<file path="src/rtl/pc_sequencer.sv">
// pc_sequencer: fetch-PC sequencer with branch/jump/JR redirects, stall, halt/resume and taken counter.
// Optional return-address stack enabled by defining PC_SEQ_RAS_EN.
module pc_sequencer #(
  parameter int AW = 30,
  parameter logic [AW-1:0] RESET_ADDR = '0,
  parameter int CW = 16,
  parameter int RAS_DEPTH = 4
) (
  input  logic          i_clk,
  input  logic          i_rst_n,
  input  logic          i_stall,
  input  logic          i_halt,
  input  logic          i_resume,
  input  logic          i_br_valid,
  input  logic [2:0]    i_cond,
  input  logic          i_zero,
  input  logic          i_neg,
  input  logic          i_jump,
  input  logic          i_jr,
  input  logic          i_call,
  input  logic          i_ret,
  input  logic [AW-1:0] i_incPC,
  input  logic [25:0]   i_imm26,
  input  logic [AW-1:0] i_reg_target,
  output logic [AW-1:0] o_pc,
  output logic          o_valid,
  output logic          o_flush,
  output logic [CW-1:0] o_taken_cnt,
  output logic          o_ras_hit
);
  typedef enum logic [1:0] {BOOT, RUN, HALT} state_t;
  state_t state, state_nx;
  logic taken, redirect, ras_use, pend, pend_nx, flush_nx;
  logic [AW-1:0] ras_top, target, pc_nx, pend_tgt, pend_tgt_nx;
`ifdef PC_SEQ_RAS_EN
  localparam int SW = $clog2(RAS_DEPTH);
  localparam logic [SW:0] FULL = (SW+1)'(RAS_DEPTH);
  logic [AW-1:0] ras [RAS_DEPTH];
  logic [SW-1:0] sp;
  logic [SW:0] depth;
  logic push;
  assign push = i_br_valid & i_call;
  assign ras_use = i_br_valid & i_jr & i_ret & (depth != '0);
  assign ras_top = ras[sp - 1'b1];
  // Circular pointer: a push onto a full stack silently overwrites the oldest entry.
  always_ff @(posedge i_clk or negedge i_rst_n)
    if (!i_rst_n) begin
      sp <= '0;
      depth <= '0;
      o_ras_hit <= 1'b0;
    end else begin
      if (i_br_valid & i_jr) o_ras_hit <= ras_use;
      if (push & !ras_use) begin
        sp <= sp + 1'b1;
        depth <= (depth == FULL) ? depth : depth + 1'b1;
      end else if (!push & ras_use) begin
        sp <= sp - 1'b1;
        depth <= depth - 1'b1;
      end
    end
  always_ff @(posedge i_clk)
    if (push) ras[ras_use ? sp - 1'b1 : sp] <= i_incPC;
`else
  logic unused_ras;
  assign unused_ras = i_call ^ i_ret;
  assign ras_use = 1'b0;
  assign ras_top = '0;
  assign o_ras_hit = 1'b0;
`endif
  always_comb begin
    taken = 1'b0;
    case (i_cond)
      3'b001: taken = i_zero;
      3'b010: taken = ~i_zero;
      3'b011: taken = i_zero | i_neg;
      3'b100: taken = ~i_zero & ~i_neg;
      3'b101: taken = i_neg;
      3'b110: taken = ~i_neg;
      default: taken = 1'b0;
    endcase
  end
  assign redirect = i_br_valid & (i_jr | i_jump | taken);
  assign target = i_jr ? (ras_use ? ras_top : i_reg_target)
                : i_jump ? {i_incPC[AW-1:26], i_imm26}
                : i_incPC + {{(AW-16){i_imm26[15]}}, i_imm26[15:0]};
  // Outside RUN redirects are parked and replayed on the transition into RUN.
  always_comb begin
    state_nx = state;
    pc_nx = o_pc;
    flush_nx = 1'b0;
    pend_nx = pend;
    pend_tgt_nx = pend_tgt;
    if (state == RUN) begin
      pc_nx = redirect ? target : i_stall ? o_pc : o_pc + 1'b1;
      flush_nx = redirect;
      state_nx = i_halt ? HALT : RUN;
    end else begin
      pend_nx = pend | redirect;
      pend_tgt_nx = redirect ? target : pend_tgt;
      if (state == BOOT || (i_resume && !i_halt)) begin
        state_nx = RUN;
        pc_nx = pend_nx ? pend_tgt_nx : o_pc;
        flush_nx = pend_nx;
        pend_nx = 1'b0;
      end
    end
  end
  always_ff @(posedge i_clk or negedge i_rst_n)
    if (!i_rst_n) begin
      state <= BOOT;
      o_pc <= RESET_ADDR;
      o_valid <= 1'b0;
      o_flush <= 1'b0;
      o_taken_cnt <= '0;
      pend <= 1'b0;
      pend_tgt <= '0;
    end else begin
      state <= state_nx;
      o_pc <= pc_nx;
      o_valid <= (state_nx == RUN);
      o_flush <= flush_nx;
      pend <= pend_nx;
      pend_tgt <= pend_tgt_nx;
      if (redirect && o_taken_cnt != '1) o_taken_cnt <= o_taken_cnt + 1'b1;
    end
endmodule

</file>
<file path="config.mk">
export PLATFORM = sky130hd
export DESIGN_NAME = pc_sequencer
export DESIGN_NICKNAME = d
export VERILOG_FILES = /design/src/rtl/pc_sequencer.sv
export SDC_FILE = /design/constraint.sdc
export NUM_CORES = 1
export LEC_CHECK = 0
export CELL_PAD_IN_SITES_DETAIL_PLACEMENT = 1
export CELL_PAD_IN_SITES_GLOBAL_PLACEMENT = 2
export CORE_UTILIZATION = 29
export CTS_CLUSTER_SIZE = 10
export DETAILED_ROUTE_END_ITERATION = 8
export HOLD_SLACK_MARGIN = 0.03
export PLACE_DENSITY = 0.82
export RECOVER_POWER = 25
export SYNTH_ARGS = -nofsm -noshare
export SYNTH_HDL_FRONTEND = slang
export SYNTH_SLANG_ARGS = --single-unit
</file>
<file path="constraint.sdc">
create_clock -name i_clk -period 3 [get_ports i_clk]
set_clock_uncertainty 0.05 [all_clocks]
set_input_delay 0.75 -clock i_clk [delete_from_list [all_inputs] [get_ports i_clk]]
set_output_delay 0.75 -clock i_clk [all_outputs]
set_load 0.02 [all_outputs]
</file>
* Word-level counts from Yosys, hierarchy flattened
Cells that the tools add are included.
** Storage, ports and cells
- Register bits after elaboration :: 81
- Bits of input ports :: 101
- Output and inout port bits :: 49
- Word-level logic and storage cells :: 51
** Cells by class
- Add/subtract/negate cells :: 3
- Equality and inequality tests :: 10
- Muxes and demuxes :: 15
- Bitwise gates (word level) :: 8
- Reductions and logical operators :: 8
** Operators with widths (count)
- $mux W30 :: 8
- $add A30 B1 Y30 const B :: 1
- $add A30 B30 Y30 :: 1
- $add A16 B1 Y16 const B :: 1
- $ne A16 B16 Y1 const B :: 1
- $eq A3 B3 Y1 const B :: 3
- $eq A3 B2 Y1 const B :: 2
- $mux W2 :: 3
- $pmux W1 S6 :: 1
- $eq A2 B1 Y1 const B :: 2
- $or A1 B1 Y1 :: 4
- $reduce_bool A2 Y1 :: 2
- $eq A3 B1 Y1 const B :: 1
- $mux W1 :: 3
- $ne A3 B3 Y1 const B :: 1
- $reduce_and A3 Y1 :: 1
- $and A1 B1 Y1 :: 2
- $logic_and A1 B1 Y1 :: 2
- $logic_not A2 Y1 :: 1
- $not A1 Y1 :: 2
- $logic_not A1 Y1 :: 1
- $logic_or A1 B1 Y1 :: 1

* Depth between registers and ports, before layout
- Depth after elaboration :: 9
- Depth in mapped cells :: 11
- Depth with buffers taken out :: 11

* Worst setup path before layout
Ideal clock, no wire load.
- Kind :: input to register
- Start :: input port i_incPC[7]
- End :: register o_pc[22]
- Setup time :: 126 ps
- Arrival time :: 2818 ps
- Required time :: 2824 ps
- Slack :: 6 ps
- Stages on the path :: 10
- Path buffers :: 0
- Cell sequence :: ha_1 -> a211oi_2 -> nor2_1 -> or4_4 -> o22ai_4 -> a41o_1 -> nor3_1 -> mux2i_1 -> o31ai_1 -> a221o_1
** Between the ends
- Longest elaborated chain between the ends :: 7
- Elaborated cells between the ends (all ways) :: 8
- Those cells by class :: 1 x add/sub; 7 x mux
** Ends and longest elaborated chain
- start: declaration :: line 22 : input logic [AW-1:0] i_incPC,
- $add A30 B30 Y30 (*) :: line 85 : : i_incPC + {{(AW-16){i_imm26[15]}}, i_imm26[15:0]};
- $mux W30 (*) :: line 84 : : i_jump ? {i_incPC[AW-1:26], i_imm26}
- $mux W30 (*) :: line 83 : assign target = i_jr ? (ras_use ? ras_top : i_reg_target)
- $mux W30 :: line 99 : pend_tgt_nx = redirect ? target : pend_tgt;
- $mux W30 :: line 102 : pc_nx = pend_nx ? pend_tgt_nx : o_pc;
- $mux W30 :: line 100 : if (state == BOOT || (i_resume && !i_halt)) begin
- $mux W30 (*) :: line 93 : if (state == RUN) begin
- end signal: assignment :: line 119 : o_pc <= pc_nx;
- end: declaration :: line 25 : output logic [AW-1:0] o_pc,
Mark *: on every way between the ends. The rest lies on a longest branch, timed or not. The select of a mux whose other input is x is not followed.
A chain may end at the register's enable or synchronous reset.

* Final worst setup path
- Start :: input port i_incPC[7]
- End :: register o_pc[16]
The elaborated chain is that of the path after synthesis.

==> impl_metrics.json <==
{
  "max-slew-margin-rel_pct": 35.2,
  "outcome": "completed",
  "finalSetupViolCount": 0,
  "dpl_worst_slack_ps": -647,
  "wl_met2_mm": 11.5,
  "path_max_fanout": 3,
  "r2r_setup_slack_ps": 440,
  "start_util_pct": 29.9,
  "total_power_uw": 7410,
  "synth_top_area_share_pct": 31.9,
  "startpoint_type": "input pin",
  "final.period_utilization_pct": 97.1,
  "viasPerCell": 5.22,
  "netlist_area_sq_um": 6360,
  "synth_edf_count": 0,
  "htree_levels": 3,
  "maxCapViolations": 0,
  "num_rows": 53,
  "drc_errors": 0,
  "numPortBuffers": 146,
  "hold_viol": 0,
  "slew_violations": 0,
  "dpl.hpwl_mm": 18.3,
  "whs_path_depth": 2,
  "ys_types": 66,
  "cts_made_buffers": 9,
  "die_h_um": 150,
  "cts.clk_slew.worst_paths_ps": 60,
  "tightest_slew_ps": 971,
  "hold_path_startpoint": "pend_tgt[24]",
  "power_density_nw_per_um2": 733,
  "criticalPathCategory": "in2reg",
  "dr.first_iter.drc_count": 269,
  "cts.sinks": 81,
  "hold_class": "reg2reg",
  "drive_above_1_share_pct": 24.8,
  "core_area_sq_um": 21300,
  "setup_ws_ps": 87.8,
  "synthFlopType": "dfrtp_1",
  "ios": 150,
  "yosysSeqAreaShare_pct": 31.9,
  "drt_wl_total_mm": 24.6,
  "cp_data_required_time_ps": 3210,
  "synth_nets": 929,
  "postSynthCellCount": 796,
  "grt_antenna_before_repair": 2,
  "place.gp.congestion": 0.914,
  "grt_pass1_wl_mm": 38.9,
  "cts_tree": "done",
  "p_leak_uw": 0.00434,
  "arrival_ps": 3120,
  "ys_ff_latch": 81,
  "dieArea_sq_um": 22500,
  "rr_endpoint": "o_pc[27]",
  "wire_per_inst_um": 18.3,
  "synth.area.top_cells": "dfrtp_1 32%, nand2_1 6.2%, ha_1 6.1%",
  "yosys.area.top_type": "dfrtp_1",
  "drt_first_pass_iters": 4,
  "yosys_warnings": 0,
  "die_x_um": 150,
  "cp-end-kind": "flop",
  "grt_overflow": 0,
  "max-clock-path-buffers": 2,
  "synth.avg_cell_area_sq_um": 7.99,
  "ir_worst_vdd_v": 0.000368,
  "regToRegStartpoint": "o_pc[2]",
  "dr_total_vias": 7026,
  "grt_max_degree": 67,
  "worstRegToRegCells": 8,
  "nets": 1198,
  "hold_buffers": 0,
  "period_needed_ps": 2910,
  "maxUsedRoutingLayer": "met4",
  "rsz0062_at_grt": "yes",
  "synthArstFlopShare_pct": 100,
  "clk-insertion-delay-late_ps": 340,
  "final_antenna_net_count": 0,
  "syn_to_final_growth_pct": 59.0,
  "drt-met1-wl_mm": 12.1,
  "min_to": "pend_tgt[24]",
  "max_freq_ghz": 0.343,
  "root_buffer": "clkbuf_16",
  "dr_wl_met3_um": 856,
  "globalRouteTotalUtil_pct": 22.2,
  "grt_pass1_vias": 7253
}
[metal layers]
metal  vias up  track usage [%]
met5         -                0
met4         0             4.39
met3        15             2.36
met2       158             36.8
met1      3427             31.2
li1       3426                -
[final cells by class]
cell class | count | area, sq um
antenna | 1 | 2.50
clock buffer | 9 | 225
clock inverter | 7 | 166
fill | 2490 | 11200
inverter | 14 | 52.6
multi-input combinational | 658 | 4540
sequential | 81 | 2030
tap | 275 | 344
timing repair buffer | 301 | 2760
[critical path, cell delays in order]
cell	delay, ps
buf_8	100
ha_4	240
a211oi_2	240
nor2_2	70
or4_4	550
o22ai_4	210
buf_4	170
o21ai_1	90
xnor2_1	160
o211ai_1	220
o21ai_2	140
a21oi_1	180
[worst max-delay path by stage]
| stage | slack, ps | cells past startpoint | startpoint | to |
|---|---|---|---|---|
| 2_1_floorplan | 6 | 10 | i_incPC[7] | o_pc[22] |
| 3_3_place_gp | -590 | 12 | i_imm26[0] | o_pc[22] |
| 3_5_place_dp | -650 | 12 | i_imm26[15] | pend_tgt[29] |
| 4_1_cts | -7 | 12 | i_imm26[15] | pend_tgt[29] |
| 5_1_grt | -50 | 12 | i_incPC[7] | o_pc[18] |
| 6_report | 90 | 12 | i_incPC[7] | o_pc[16] |
[cells by family (layout without fill, tap and decap cells)]
logic type	Yosys count	after routing	share of synthesized area [%]
compound gates	262	262	26.4
xor+xnor	58	58	7.99
fa+ha+maj	32	32	6.41
buf+inv	57	331	3.58
flops	81	81	31.9
mux	19	19	3.17
other cells	1	2	0.0590
simple gates	286	286	20.5
[metrics by stage]
| stage | TNS (ps) | std cells | util (%) | instance area [sq um] | hold slack (ps) |
|---|---|---|---|---|---|
| 3_3_place_gp | -23250 | 1315 | 42.9 | 9140 | 408 |
| 4_1_cts | -9.25 | 1336 | 45.9 | 9770 | 218 |
| 3_5_place_dp | -26130 | 1315 | 42.9 | 9140 | 421 |
| 2_1_floorplan | 0 | 796 | - | 6360 | 393 |
| 6_report | 0 | 1346 | 47.5 | 10100 | 429 |
| 5_1_grt | -72.8 | 1346 | 47.5 | 10100 | 461 |
[flip-flops by register name (all words and copies together) (netlist names)]
register and cells:
pend_tgt 30, o_flush 1, state 2, o_valid 1, o_taken_cnt 16, o_pc 30, pend 1
[what timing repair did]
item,4_1_cts,5_1_grt
pin swaps,32,46
gates resized for setup,58,88
setup buffers,4,8
setup endpoints to repair,42,49
gates cloned,1,1
[where the power goes]
part           switching, uW  internal [uW]
Sequential               511           1580
Combinational           2020           1860
Clock                    462            983
[cells in the final DEF, fill, tap and decap left out, types with 5 or more instances in the layout]
cell type / synthesis / final
a21o_1: 10 / 10
o21ai_2: 1 / 7
nand4_1: 12 / 12
a211oi_1: 20 / 16
xnor2_1: 28 / 28
dlygate4sd2_1: 0 / 8
o31ai_1: 7 / 6
clkbuf_16: 0 / 10
o21a_1: 11 / 11
nor3_1: 16 / 13
mux2i_1: 10 / 9
mux2_2: 7 / 7
and3_1: 11 / 11
ha_4: 0 / 17
o21ai_1: 26 / 22
nand3_1: 25 / 24
a21oi_1: 58 / 50
buf_12: 0 / 6
o21ai_0: 57 / 53
o211ai_1: 16 / 16
ha_1: 31 / 13
a21oi_2: 1 / 8
buf_4: 1 / 142
or3_1: 6 / 6
xor2_1: 30 / 28
buf_6: 0 / 5
clkdlybuf4s50_1: 0 / 107
dfrtp_1: 81 / 81
nor2_1: 81 / 78
o21bai_1: 7 / 7
a211oi_2: 1 / 5
clkbuf_2: 0 / 7
dlymetal6s2s_1: 0 / 18
bufinv_16: 0 / 5
o22ai_1: 6 / 6
a31oi_1: 9 / 9
nand2b_1: 8 / 8
inv_1: 14 / 13
nand2_1: 105 / 104
[Yosys cell counts (all sizes together), types with 2 or more instances]
master	n
ha	31
or2	5
a22oi	2
nand2b	8
and3	11
o21a	11
a221oi	4
a211oi	21
xor2	30
o211ai	17
nor2b	4
a21boi	4
mux2i	10
or4	3
o31ai	7
dfrtp	81
inv	14
o22ai	7
or3	6
clkbuf	30
a2111oi	3
and4	2
o22a	4
a31oi	9
nor2	81
nand4	13
xnor2	28
nand3	26
a21o	10
nand2	105
a221o	4
a21oi	59
o21bai	7
nor3	18
mux2	9
buf	13
o21ai	85
o311ai	3
Note: power is estimated with default switching activity, not from simulation.
==> patch 1: new RTL, same settings <==
Add a define of `PC_SEQ_RAS_EN`.
--- a/src/rtl/pc_sequencer.sv
+++ b/src/rtl/pc_sequencer.sv
@@ -2,2 +2,4 @@
 // Optional return-address stack enabled by defining PC_SEQ_RAS_EN.
+`define PC_SEQ_RAS_EN
+
 module pc_sequencer #(
Formal check against the unedited RTL: not equivalent (Yosys sat finds a counterexample within 4 cycles, from zero or initial values and one cycle with i_rst_n low).
==> patch 1 against the original RTL <==
- the flow now finishes with violations (capacitance limit, slew limit)
- synthesized area grew 79%
- sequential cell count rose by 126
- synthesized cell count up 29%
- worst setup slack worse by 47 ps
- final area is 61% higher
- power up 74%
- wire length is 65% higher
==> patch 1: results (changes against the original RTL) <==
Status:
- The run finished, with violations left.
- The final reports fail on capacitance limit, slew limit.

Clocking:
- The clock latency on the worst-skew pair is 550 ps (+210 ps).

Drt:
- The first-pass iteration count of the detailed router was 5 (+1).
- The initial detailed-routing violation count came to 421 (+57%).

Worst hold path:
- The worst hold path startpoint is pend_tgt[21].

Timing:
- The worst hold-check slack is 427 ps (-2.29 ps).
- The number of slew-limit violations in the final report is 42 (+42).

Run:
- The number of maximum-capacitance constraint violations is 1 (+1).

Synth:
- The distinct cell type count of the synthesized netlist came to 86 (+30%).
- In the synthesized netlist, the cells that appear most often are edfxtp_1, nand2_1, dfrtp_1.
- The number of enable flip-flop cells after synthesis was 120 (+120).
- The number of nets produced by synthesis is 1162 (+25%).
- The share of synthesized registers carrying an async set or reset came to 0.420 (-0.580).

Worst setup path:
- The library cell contributing the largest single delay on the critical path is clkdlybuf4s50_1.
- The worst setup slack for register-to-register paths was 340 ps (-100 ps).

Placement:
- The number of buffers inserted by port buffering was 149 (+2.1%).
- The global placer's final weighted congestion came to 0.883 (-3.4%).

Global routing:
- The initial antenna violation count is 0 (-2).
- The via count of the first global-routing pass is 10400 (+44%).
- The largest net degree at the start of global routing came to 42 (-37%).

Cells and area:
- The total number of nets in the final design came to 1502 (+25%).
- The proportion of layout cells with a drive suffix above 1 is 0.277 (+0.0297).

Power and ir drop:
- The standby leakage power is 6.43 nW (+48%).
- The worst supply voltage drop on vdd is 374 uV (+1.7%).
## patch 1: cell count changes after synthesis, moves of 11 or more
cell and delta:
a21oi_1 +12, a221oi_1 +11, a22o_1 +13, edfxtp_1 +120, mux4_2 +30, nand2_1 +15
nor2_1 -11, o21ai_1 -20
## patch 1: cell families (layout without fill, tap and decap cells)
| logic type | after synthesis | in the layout | synth area share |
|---|---|---|---|
| mux | 42 | 42 | 0.0702 |
| simple gates | 312 | 312 | 0.127 |
| compound gates | 289 | 289 | 0.173 |
| buf+inv | 78 | 433 | 0.0355 |
| xor+xnor | 63 | 63 | 0.0484 |
| fa+ha+maj | 35 | 35 | 0.0397 |
| flops | 207 | 207 | 0.507 |
## patch 1: cell type report
class	count	area (sq um)	share of cell area
timing repair buffer	367	3200	0.196
clock inverter	6	77.6	0.00475
tap	518	648	0.0397
sequential	207	5780	0.354
inverter	22	82.6	0.00506
multi-input combinational	741	5770	0.353
clock buffer	38	767	0.0470
## patch 1: what timing repair did
item                                    4_1_cts  5_1_grt
hold buffers                                  0        0
endpoints found under the setup margin       35       39
gates cloned                                  0        1
buffers inserted                              3        3
gates resized for setup                      56       60
pin swaps                                    21       29
## patch 1: where the power goes
part / internal (mW) / switching [mW] / leakage, nW
Sequential: 3.73 / 0.652 / 2.14
Clock: 1.92 / 1.20 / 0.415
Combinational: 2.55 / 2.82 / 3.87
## patch 1: worst register-to-register path, delay by kind of cell (launching register included)
kind / cells / cell delay, ps
buffers and inverters: 2 / 410
AND/OR/NAND/NOR: 1 / 350
flip-flops: 1 / 420
AO/OA/AOI/OAI: 5 / 1310
## patch 1: worst max-delay path by stage
stage | to | slack, ps | depth (start not counted)
after detailed placement | o_pc[18] | -1040 | 11
after global routing | pend_tgt[27] | -10 | 10
after CTS | pend_tgt[29] | 6 | 11
after floorplan | o_pc[24] | 10 | 11
final | pend_tgt[25] | 40 | 11
after global placement | o_pc[17] | -1010 | 12
## patch 1: metrics by stage
stage                     utilization  setup WS, ps  TNS (ps)  cells  cell area [sq um]
final                           0.422          40.7         0   1899              16300
after global routing            0.422         -14.5     -48.2   1899              16300
after CTS                       0.416          5.79         0   1895              16100
after detailed placement        0.387         -1040    -53550   1848              15000
after global placement          0.387         -1010    -47080   1848              15000
after floorplan                     -          13.6         0   1026              11400
## patch 1: metal layers
metal | up-vias | global-route usage | wire length (um) | part of all wire
li1 | 4531 | - | - | -
met1 | 4943 | 0.261 | 18200 | 0.45
met2 | 249 | 0.333 | 19500 | 0.48
met3 | 59 | 0.0347 | 1880 | 0.046
met4 | 0 | 0.0548 | 1040 | 0.026
met5 | - | 0 | 0 | 0
==> patch 2: new RTL, same flow settings <==
Without the edit above. Re-encode `state_t` (3 states) as one-hot, 3 bits wide.
--- a/src/rtl/pc_sequencer.sv
+++ b/src/rtl/pc_sequencer.sv
@@ -30,3 +30,3 @@
 );
-  typedef enum logic [1:0] {BOOT, RUN, HALT} state_t;
+  typedef enum logic [2:0] {BOOT = 3'b001, RUN = 3'b010, HALT = 3'b100} state_t;
   state_t state, state_nx;
Function: same outputs for any inputs over 10 cycles, from zero or initial values and one cycle with i_rst_n low; not proved beyond that.
==> patch 2 against the original RTL <==
- the run now ends with DRC, capacitance limit, slew limit left
- count of clock-buffer cells in the layout up 4
- final area grew 1.1%
- wire length is 0.67% higher
- core utilization shrank 0.93 points
- critical path depth up 1
- die area grew 2.9%
- synthesized area up 3.0%
- sequential cell count up 1
- global-route usage fell by 0.65 points
- worst setup slack got worse by 55 ps
- power decreased by 6.6%
==> patch 2: results (changes against the original RTL) <==
Status:
- The flow ran to the end, but the final reports show violations.
- The final reports fail on DRC, capacitance limit, slew limit.

Drt:
- The number of vias per cell is 5.21 (-0.14%).
- The first-pass iteration count of the detailed router is 6 (+2).
- The via count of the routed design came to 7136 (+1.6%).
- The initial detailed-routing violation count was 241 (-10%).
- The DRC violation count after routing is 4 (+4).

Worst setup path:
- The slowest stage of the critical path belongs to the cell fa_2.
- The delay of the slowest cell on the worst path is 370 ps (-180 ps).
- The critical path startpoint is i_imm26[0].
- The worst register-to-register path begins at o_pc[9].
- The most critical setup path has its endpoint at o_pc[28].
- The depth of the most critical reg-to-reg path is 7 (-1).

Global routing:
- The initial antenna violation count is 3 (+1).
- The largest net degree at the start of global routing is 49 (-27%).
- The overall track demand over capacity in global routing was 0.216 (-0.00645).
- The via count of the first global-routing pass came to 7437 (+2.5%).
- The global-route wire length before repair is 40100 um (+3.2%).

Synth:
- The share of the yosys chip area belonging to registers is 0.314 (-0.00518).
- The number of nets produced by synthesis is 941 (+1.3%).
- The post-synthesis compound-gate area fraction is 0.267 (+0.00347).
- The xor/xnor share of the synthesized area was 0.0816 (+0.00171).
- The count of mapped cells out of synthesis is 808 (+1.5%).
- By area the synthesized netlist is led by dfrtp_1, nand2_1, ha_1.

Cells and area:
- The clock buffer count in the final layout came to 13 (+4).
- The number of buffers outside the clock class in the layout came to 306 (+1.7%).
- The number of non-clock inverters in the layout was 13 (-1).
- The area growth from synthesis to final layout is 56.2%.
- The layout multi-input combinational cell count came to 669 (+1.7%).
- The count of filler cells inserted in the layout is 2581 (+3.7%).
- The clock network area share is 0.0285 (-0.0102).
- The non-clock buffer area fraction after layout came to 0.266 (-0.00710).
- The total number of nets in the final design is 1214 (+1.3%).
- The antenna diode count is 3 (+2).

Timing:
- The number of slew-limit violations in the final report is 39 (+39).
- The normalized max-slew margin is -0.468 (-0.820).
- The worst hold-check slack came to 432 ps (+2.99 ps).

Worst hold path:
- The worst hold path terminates at pend_tgt[16].

Run:
- The number of maximum-capacitance constraint violations came to 1 (+1).

Clocking:
- The post-CTS repair timing setup buffer count is 14 (+10).
- The clock sink count is 82 (+1.2%).
- The number of gates resized after cts is 118 (+100%).

Placement:
- The total cell area at the placement stage was 0.00933 sq mm (+2.1%).
- The total half-perimeter wirelength after legalization and detailed placement was 19000 um (+3.5%).
- The worst-case setup slack after placement is -840 ps (-193 ps).

Floorplanning:
- The die width is 152 um (+1.5%).

Power and ir drop:
- The worst supply voltage drop on vdd is 463 uV (+26%).
patch 2: cell types whose count changed in the layout (fill, tap and decap cells not counted), moves of 5 or more:
cell	delta
nand4_1	+5
dlymetal6s2s_1	-14
a21oi_2	+5
and3_1	-5
o21ai_1	-11
a2111oi_0	+5
dlygate4sd2_1	+5
buf_4	+8
nand2_1	+7
o21ai_0	-5
a21o_1	+13
bufinv_16	-5
patch 2: power groups by stage:
stage          logic [mW]  clock network [mW]  registers [mW]
2_1_floorplan        1.74                   0            2.28
3_3_place_gp         3.47                   0            2.09
3_5_place_dp         3.56                   0            2.11
4_1_cts              3.68                1.11            2.09
5_1_grt              4.10                1.16            2.19
6_report             3.74                1.09            2.09
patch 2: metal layers:
layer	routed length (um)	vias up	part of all wire	track usage
met5	0	-	0	0
met4	484	0	0.020	0.0651
met3	905	31	0.036	0.0179
met2	11700	134	0.47	0.355
met1	11700	3481	0.47	0.300
li1	-	3490	-	-
